--- src/rtl/tc_input_conditioner.sv ---
// Input conditioner for the parade traffic-light controller: synchronises and
// debounces sensors/buttons, latches parade requests until acknowledged, and paces the FSM.
module tc_input_conditioner #(
    parameter int DEBOUNCE_CYCLES = 4,
    parameter int TICK_DIV        = 50_000_000
) (
    input  logic CLK,
    input  logic RESET_N,
    input  logic T_A_RAW,
    input  logic T_B_RAW,
    input  logic P_BTN,
    input  logic R_BTN,
    input  logic MODE,
    output logic T_A,
    output logic T_B,
    output logic P,
    output logic R,
    output logic TICK
);

    localparam int CW = $clog2(DEBOUNCE_CYCLES + 1);
    localparam int TW = (TICK_DIV > 1) ? $clog2(TICK_DIV) : 1;

    localparam int CH_TA = 0;
    localparam int CH_TB = 1;
    localparam int CH_P  = 2;
    localparam int CH_R  = 3;

    logic [3:0]    w_raw;
    logic [3:0]    r_s1;
    logic [3:0]    r_s2;
    logic [3:0]    r_d;
    logic [3:0]    r_prev;
    logic [CW-1:0] r_cnt [4];

    logic          w_rise_p;
    logic          w_rise_r;
    logic          r_p;
    logic          r_r;

    logic          r_run;
    logic [TW-1:0] r_pcnt;
    logic          r_tick;

    assign w_raw = {R_BTN, P_BTN, T_B_RAW, T_A_RAW};

    // Synchroniser, debounce and previous-level registers for all four channels.
    // NOTE: sequential state uses non-blocking assignments so every flop samples
    // the pre-edge value of its neighbours, exactly like the hardware chain.
    always_ff @(posedge CLK or negedge RESET_N) begin
        if (!RESET_N) begin
            r_s1   <= '0;
            r_s2   <= '0;
            r_d    <= '0;
            r_prev <= '0;
            for (int i = 0; i < 4; i++) begin
                r_cnt[i] <= '0;
            end
        end else begin
            r_s1   <= w_raw;
            r_s2   <= r_s1;
            r_prev <= r_d;
            for (int i = 0; i < 4; i++) begin
                if (r_s2[i] == r_d[i]) begin
                    r_cnt[i] <= '0;
                end else if (r_cnt[i] == CW'(DEBOUNCE_CYCLES - 1)) begin
                    r_d[i]   <= r_s2[i];
                    r_cnt[i] <= '0;
                end else begin
                    r_cnt[i] <= r_cnt[i] + 1'b1;
                end
            end
        end
    end

    assign w_rise_p = r_d[CH_P] & ~r_prev[CH_P];
    assign w_rise_r = r_d[CH_R] & ~r_prev[CH_R];

    // Sticky requests; MODE acts as the acknowledge for whichever flag it satisfies.
    always_ff @(posedge CLK or negedge RESET_N) begin
        if (!RESET_N) begin
            r_p <= 1'b0;
            r_r <= 1'b0;
        end else if (w_rise_p && w_rise_r) begin
            r_p <= 1'b0;
            r_r <= 1'b0;
        end else if (w_rise_p && !MODE) begin
            r_p <= 1'b1;
            r_r <= 1'b0;
        end else if (w_rise_r && MODE) begin
            r_r <= 1'b1;
            r_p <= 1'b0;
        end else if (MODE) begin
            r_p <= 1'b0;
        end else begin
            r_r <= 1'b0;
        end
    end

    // r_run holds the counter for the first edge after reset so the first TICK
    // lands on edge TICK_DIV+1 and TICK stays low on the first edge.
    always_ff @(posedge CLK or negedge RESET_N) begin
        if (!RESET_N) begin
            r_run  <= 1'b0;
            r_pcnt <= '0;
            r_tick <= 1'b0;
        end else begin
            r_run  <= 1'b1;
            r_tick <= r_run && (r_pcnt == TW'(TICK_DIV - 1));
            if (r_run) begin
                if (r_pcnt == TW'(TICK_DIV - 1)) begin
                    r_pcnt <= '0;
                end else begin
                    r_pcnt <= r_pcnt + 1'b1;
                end
            end
        end
    end

    assign T_A  = r_d[CH_TA];
    assign T_B  = r_d[CH_TB];
    assign P    = r_p;
    assign R    = r_r;
    assign TICK = r_tick;

endmodule

--- config.mk ---
export PLATFORM = sky130hd
export DESIGN_NAME = tc_input_conditioner
export DESIGN_NICKNAME = d
export VERILOG_FILES = /design/src/rtl/tc_input_conditioner.sv
export SDC_FILE = /design/constraint.sdc
export NUM_CORES = 1
export LEC_CHECK = 0
export CAP_MARGIN = 25
export CORE_AREA = 2 2 70 65
export DETAILED_ROUTE_END_ITERATION = 7
export DIE_AREA = 0 0 72 67
export HOLD_SLACK_MARGIN = 0.02
export MAX_ROUTING_LAYER = met4
export PLACE_DENSITY = 0.85
export SLEW_MARGIN = 0
export SYNTH_ARGS = -nofsm -noshare
export SYNTH_HDL_FRONTEND = slang
export SYNTH_SLANG_ARGS = --single-unit
--- constraint.sdc ---
create_clock -name CLK -period 3.6 [get_ports CLK]
set_clock_uncertainty 0.05 [all_clocks]
set_input_delay 1.08 -clock CLK [delete_from_list [all_inputs] [get_ports CLK]]
set_output_delay 1.08 -clock CLK [all_outputs]
set_load 0.02 [all_outputs]
==> results.json <==
{
  "vias": 1714,
  "final_layout_size_suffix_gt1_frac": 0.0675,
  "cp_max_fo": 3,
  "multi_input_area_mm2": 0.00103,
  "setup_tns_final_ns": 0,
  "synth_fa_ha_area_frac": 0.0303,
  "buffer_ports.inserted": 11,
  "endpoint_kind": "output pin",
  "synth_enable_flop_cells": 0,
  "cp_cell_sequence": "clkdlybuf4s50_1",
  "worst_pin_slew_ns": 0.578,
  "power.switching_mw": 0.470,
  "numCtsBuffers": 5,
  "drt.antenna.violating_nets": 0,
  "post_synth_mux_area_share": 0.0222,
  "areaGrowthSynthToFinish_pct": 10.3,
  "cts.htree.levels": 2,
  "fmax_mhz": 410,
  "place_hpwl_um": 3010,
  "final.period_utilization": 0.678,
  "area_enclosed_by_the_die_boundary_mm2": 0.00482,
  "top_level_ports": 12,
  "path_buf_inv": 1,
  "post-route-drc-count": 0,
  "detail_route.first_pass.iterations": 4,
  "place_congestion": 0.853,
  "peakVddDrop_mv": 0.415,
  "post-route-cell-area_mm2": 0.00274,
  "timing_worst_setup_path_type": "flip-flop to output pin",
  "design.core.area_mm2": 0.00405,
  "grt_start_max_net_pins": 36,
  "grt_overflow": 0,
  "critical_path_required_ns": 2.47,
  "timing.hold.worst.class": "flip-flop to flip-flop",
  "leakage_nw": 1.18,
  "synth_top_family_by_area": "simple AND/OR/NAND/NOR gates",
  "result_of_the_run": "complete, no violations",
  "crit_path_start_kind": "flip-flop",
  "synth_cells": 224,
  "clock_power_share": 0.259,
  "globalRouteTotalUtil": 0.213,
  "grt_setup_unrepaired": "no",
  "critical_path_arrival_ns": 1.31,
  "max_cap_violations": 0,
  "synthSimpleGateAreaFrac": 0.241,
  "post-place-ws_ns": 1.50,
  "cts-resized-gates": 0,
  "min_cycle_time_layout_ns": 2.44,
  "p_comb_frac": 0.214,
  "syn_area_mm2": 0.00248,
  "sequential_area_mm2": 0.00140,
  "postCtsSetupBuffers": 0,
  "dominant_register_cell_in_the_synthesized_netlist": "sky130_fd_sc_hd__dfrtp_1",
  "synth-compound-area-share": 0.0742,
  "synth_cell_type_count": 32,
  "synth_top_cell_by_area": "sky130_fd_sc_hd__dfrtp_1",
  "synth_largest_type_area_fraction": 0.565,
  "power.total_mw": 1.59,
  "clock_latency_ns": 0.31,
  "switching_share_of_power": 0.296,
  "tritoncts": "yes",
  "ys_seq_elements": 56,
  "yosys-top-cells-area": "sky130_fd_sc_hd__dfrtp_1, sky130_fd_sc_hd__xnor2_1, sky130_fd_sc_hd__ha_1",
  "die_w_um": 72,
  "grt_pass1_wl_um": 7580,
  "avgRoutedWirePerCell_um": 15.2,
  "grt_pass1_vias": 1650,
  "timing.final.setup_violations": 0,
  "asyncSetResetFlopFracSynth": 1.00,
  "clock_sinks": 56,
  "post-synth-top-count-cell": "sky130_fd_sc_hd__dfrtp_1",
  "postCtsHoldBufs": 0,
  "hold_viol_final": 0,
  "yosys.area_share.xor_xnor": 0.0459,
  "grt_antenna_before_repair": 0,
  "slew_headroom": 0.612,
  "layout.nets": 249,
  "synthesis.yosys.warnings": 0,
  "die_y_extent_um": 67,
  "syn_area_per_cell_um2": 11.1,
  "timing.critical_path.max_delay_family": "buffers and inverters",
  "syn_nets": 237,
  "clk_root_buffer_cell": "sky130_fd_sc_hd__clkbuf_8",
  "fillerInstances": 297,
  "clk_pin_slew_ns": 0.10,
  "postLayoutSetupSlackWorst_ns": 1.16,
  "cp_slowest_stage_delay_ns": 0.61,
  "detail_route.wirelength_um": 4330,
  "ys_seq_area_frac": 0.565,
  "initial_core_utilization": 0.613,
  "critical_path.slowest_cell": "sky130_fd_sc_hd__clkdlybuf4s50_1",
  "power.sequential.fraction": 0.527,
  "row_count": 22,
  "detailed_place.area_mm2": 0.00262,
  "ys_top_cells_by_count": "sky130_fd_sc_hd__dfrtp_1, sky130_fd_sc_hd__nand2_1, sky130_fd_sc_hd__nand3_1, sky130_fd_sc_hd__nand4_1",
  "via_density_per_instance": 6.01,
  "first_iter_violations": 138,
  "cellInternalPower_mw": 1.12,
  "antenna_cells_inserted": 0,
  "max-clock-path-buffers": 2,
  "timing.final.max_slew_violations": 0,
  "power.density_mw_per_mm2": 581
}
[power by group through the flow]
stage                     clock network (mW)  logic [mW]  registers [mW]
after detailed placement                   0       0.342           0.849
after CTS                              0.419       0.347           0.839
after floorplan                            0       0.217           0.853
after global routing                   0.450       0.387           0.855
final                                  0.411       0.341           0.838
after global placement                     0       0.328           0.842
[layer usage]
layer,vias up,share of wire,GRT usage
met5,-,0,-
met4,0,0.016,0.0873
met3,8,0.038,0.0393
met2,31,0.46,0.307
met1,831,0.49,0.302
li1,844,-,-
[cell type report]
class	instances	share of cell area
well taps	48	0.0219
repair buffers	12	0.0412
clock inverters	3	0.0169
flip-flops and latches	56	0.512
clock buffers	5	0.0251
inverters	5	0.00686
multi-input cells	156	0.376
[cell families (layout without fill, tap and decap cells)]
family	after synthesis	count (layout)
multiplexers	5	5
adder cells (fa/ha/maj)	6	6
flip-flops	56	56
buffers and inverters	12	25
AND/OR/NAND/NOR	102	102
XOR/XNOR	13	13
AO/OA/AOI/OAI	29	29
other	1	1
[cells in the final DEF (no fill, tap or decap)]
cell and instances:
sky130_fd_sc_hd__nor2_1 3, sky130_fd_sc_hd__clkinvlp_4 1, sky130_fd_sc_hd__mux2i_1 1, sky130_fd_sc_hd__and2_1 2, sky130_fd_sc_hd__o31ai_1 7, sky130_fd_sc_hd__buf_4 1
sky130_fd_sc_hd__nand3_1 15, sky130_fd_sc_hd__xor2_1 4, sky130_fd_sc_hd__conb_1 1, sky130_fd_sc_hd__or3_1 9, sky130_fd_sc_hd__nand4_1 11, sky130_fd_sc_hd__and3_1 4
sky130_fd_sc_hd__buf_2 1, sky130_fd_sc_hd__dfrtp_1 56, sky130_fd_sc_hd__nor2b_1 10, sky130_fd_sc_hd__inv_6 1, sky130_fd_sc_hd__a21oi_1 9, sky130_fd_sc_hd__o211ai_1 1
sky130_fd_sc_hd__nand2b_1 2, sky130_fd_sc_hd__o311ai_1 2, sky130_fd_sc_hd__nor4_4 1, sky130_fd_sc_hd__mux2_2 4, sky130_fd_sc_hd__nor3b_1 4, sky130_fd_sc_hd__or4_1 5
sky130_fd_sc_hd__nor4_1 1, sky130_fd_sc_hd__inv_1 5, sky130_fd_sc_hd__and4_1 5, sky130_fd_sc_hd__nand2_1 19, sky130_fd_sc_hd__bufinv_16 1, sky130_fd_sc_hd__clkbuf_8 5
sky130_fd_sc_hd__o21ai_0 7, sky130_fd_sc_hd__nor3_1 10, sky130_fd_sc_hd__ha_1 6, sky130_fd_sc_hd__nand4_2 1, sky130_fd_sc_hd__o221ai_1 3, sky130_fd_sc_hd__xnor2_1 9
sky130_fd_sc_hd__clkdlybuf4s50_1 10
[worst paths after layout]
path	start	endpoint	slack (ns)	cells after the start
setup / recovery	r_d[1]	T_B	1.16	1
hold / removal	r_s1[2]	r_s2[2]	0.30	0
setup reg to reg	r_pcnt[4]	r_pcnt[14]	1.54	4
hold reg to reg	r_s1[2]	r_s2[2]	0.30	0
max in group asynchronous	RESET_N	r_pcnt[9]	2.06	2
min in group asynchronous	RESET_N	r_d[0]	0.66	1
[state kept, by name (all words and copies together) (netlist names), 2 cells and up]
register,count
r_prev,2
r_cnt,12
r_s1,4
r_s2,4
r_d,4
r_pcnt,26
[through the flow]
stage | utilization | std cells | hold WS (ns)
after floorplan | - | 224 | 0.281
after global placement | 0.648 | 277 | 0.282
after detailed placement | 0.648 | 277 | 0.285
after CTS | 0.676 | 285 | 0.305
after global routing | 0.676 | 285 | 0.313
final | 0.676 | 285 | 0.301
No activity file was read; power rests on OpenSTA's default activity.
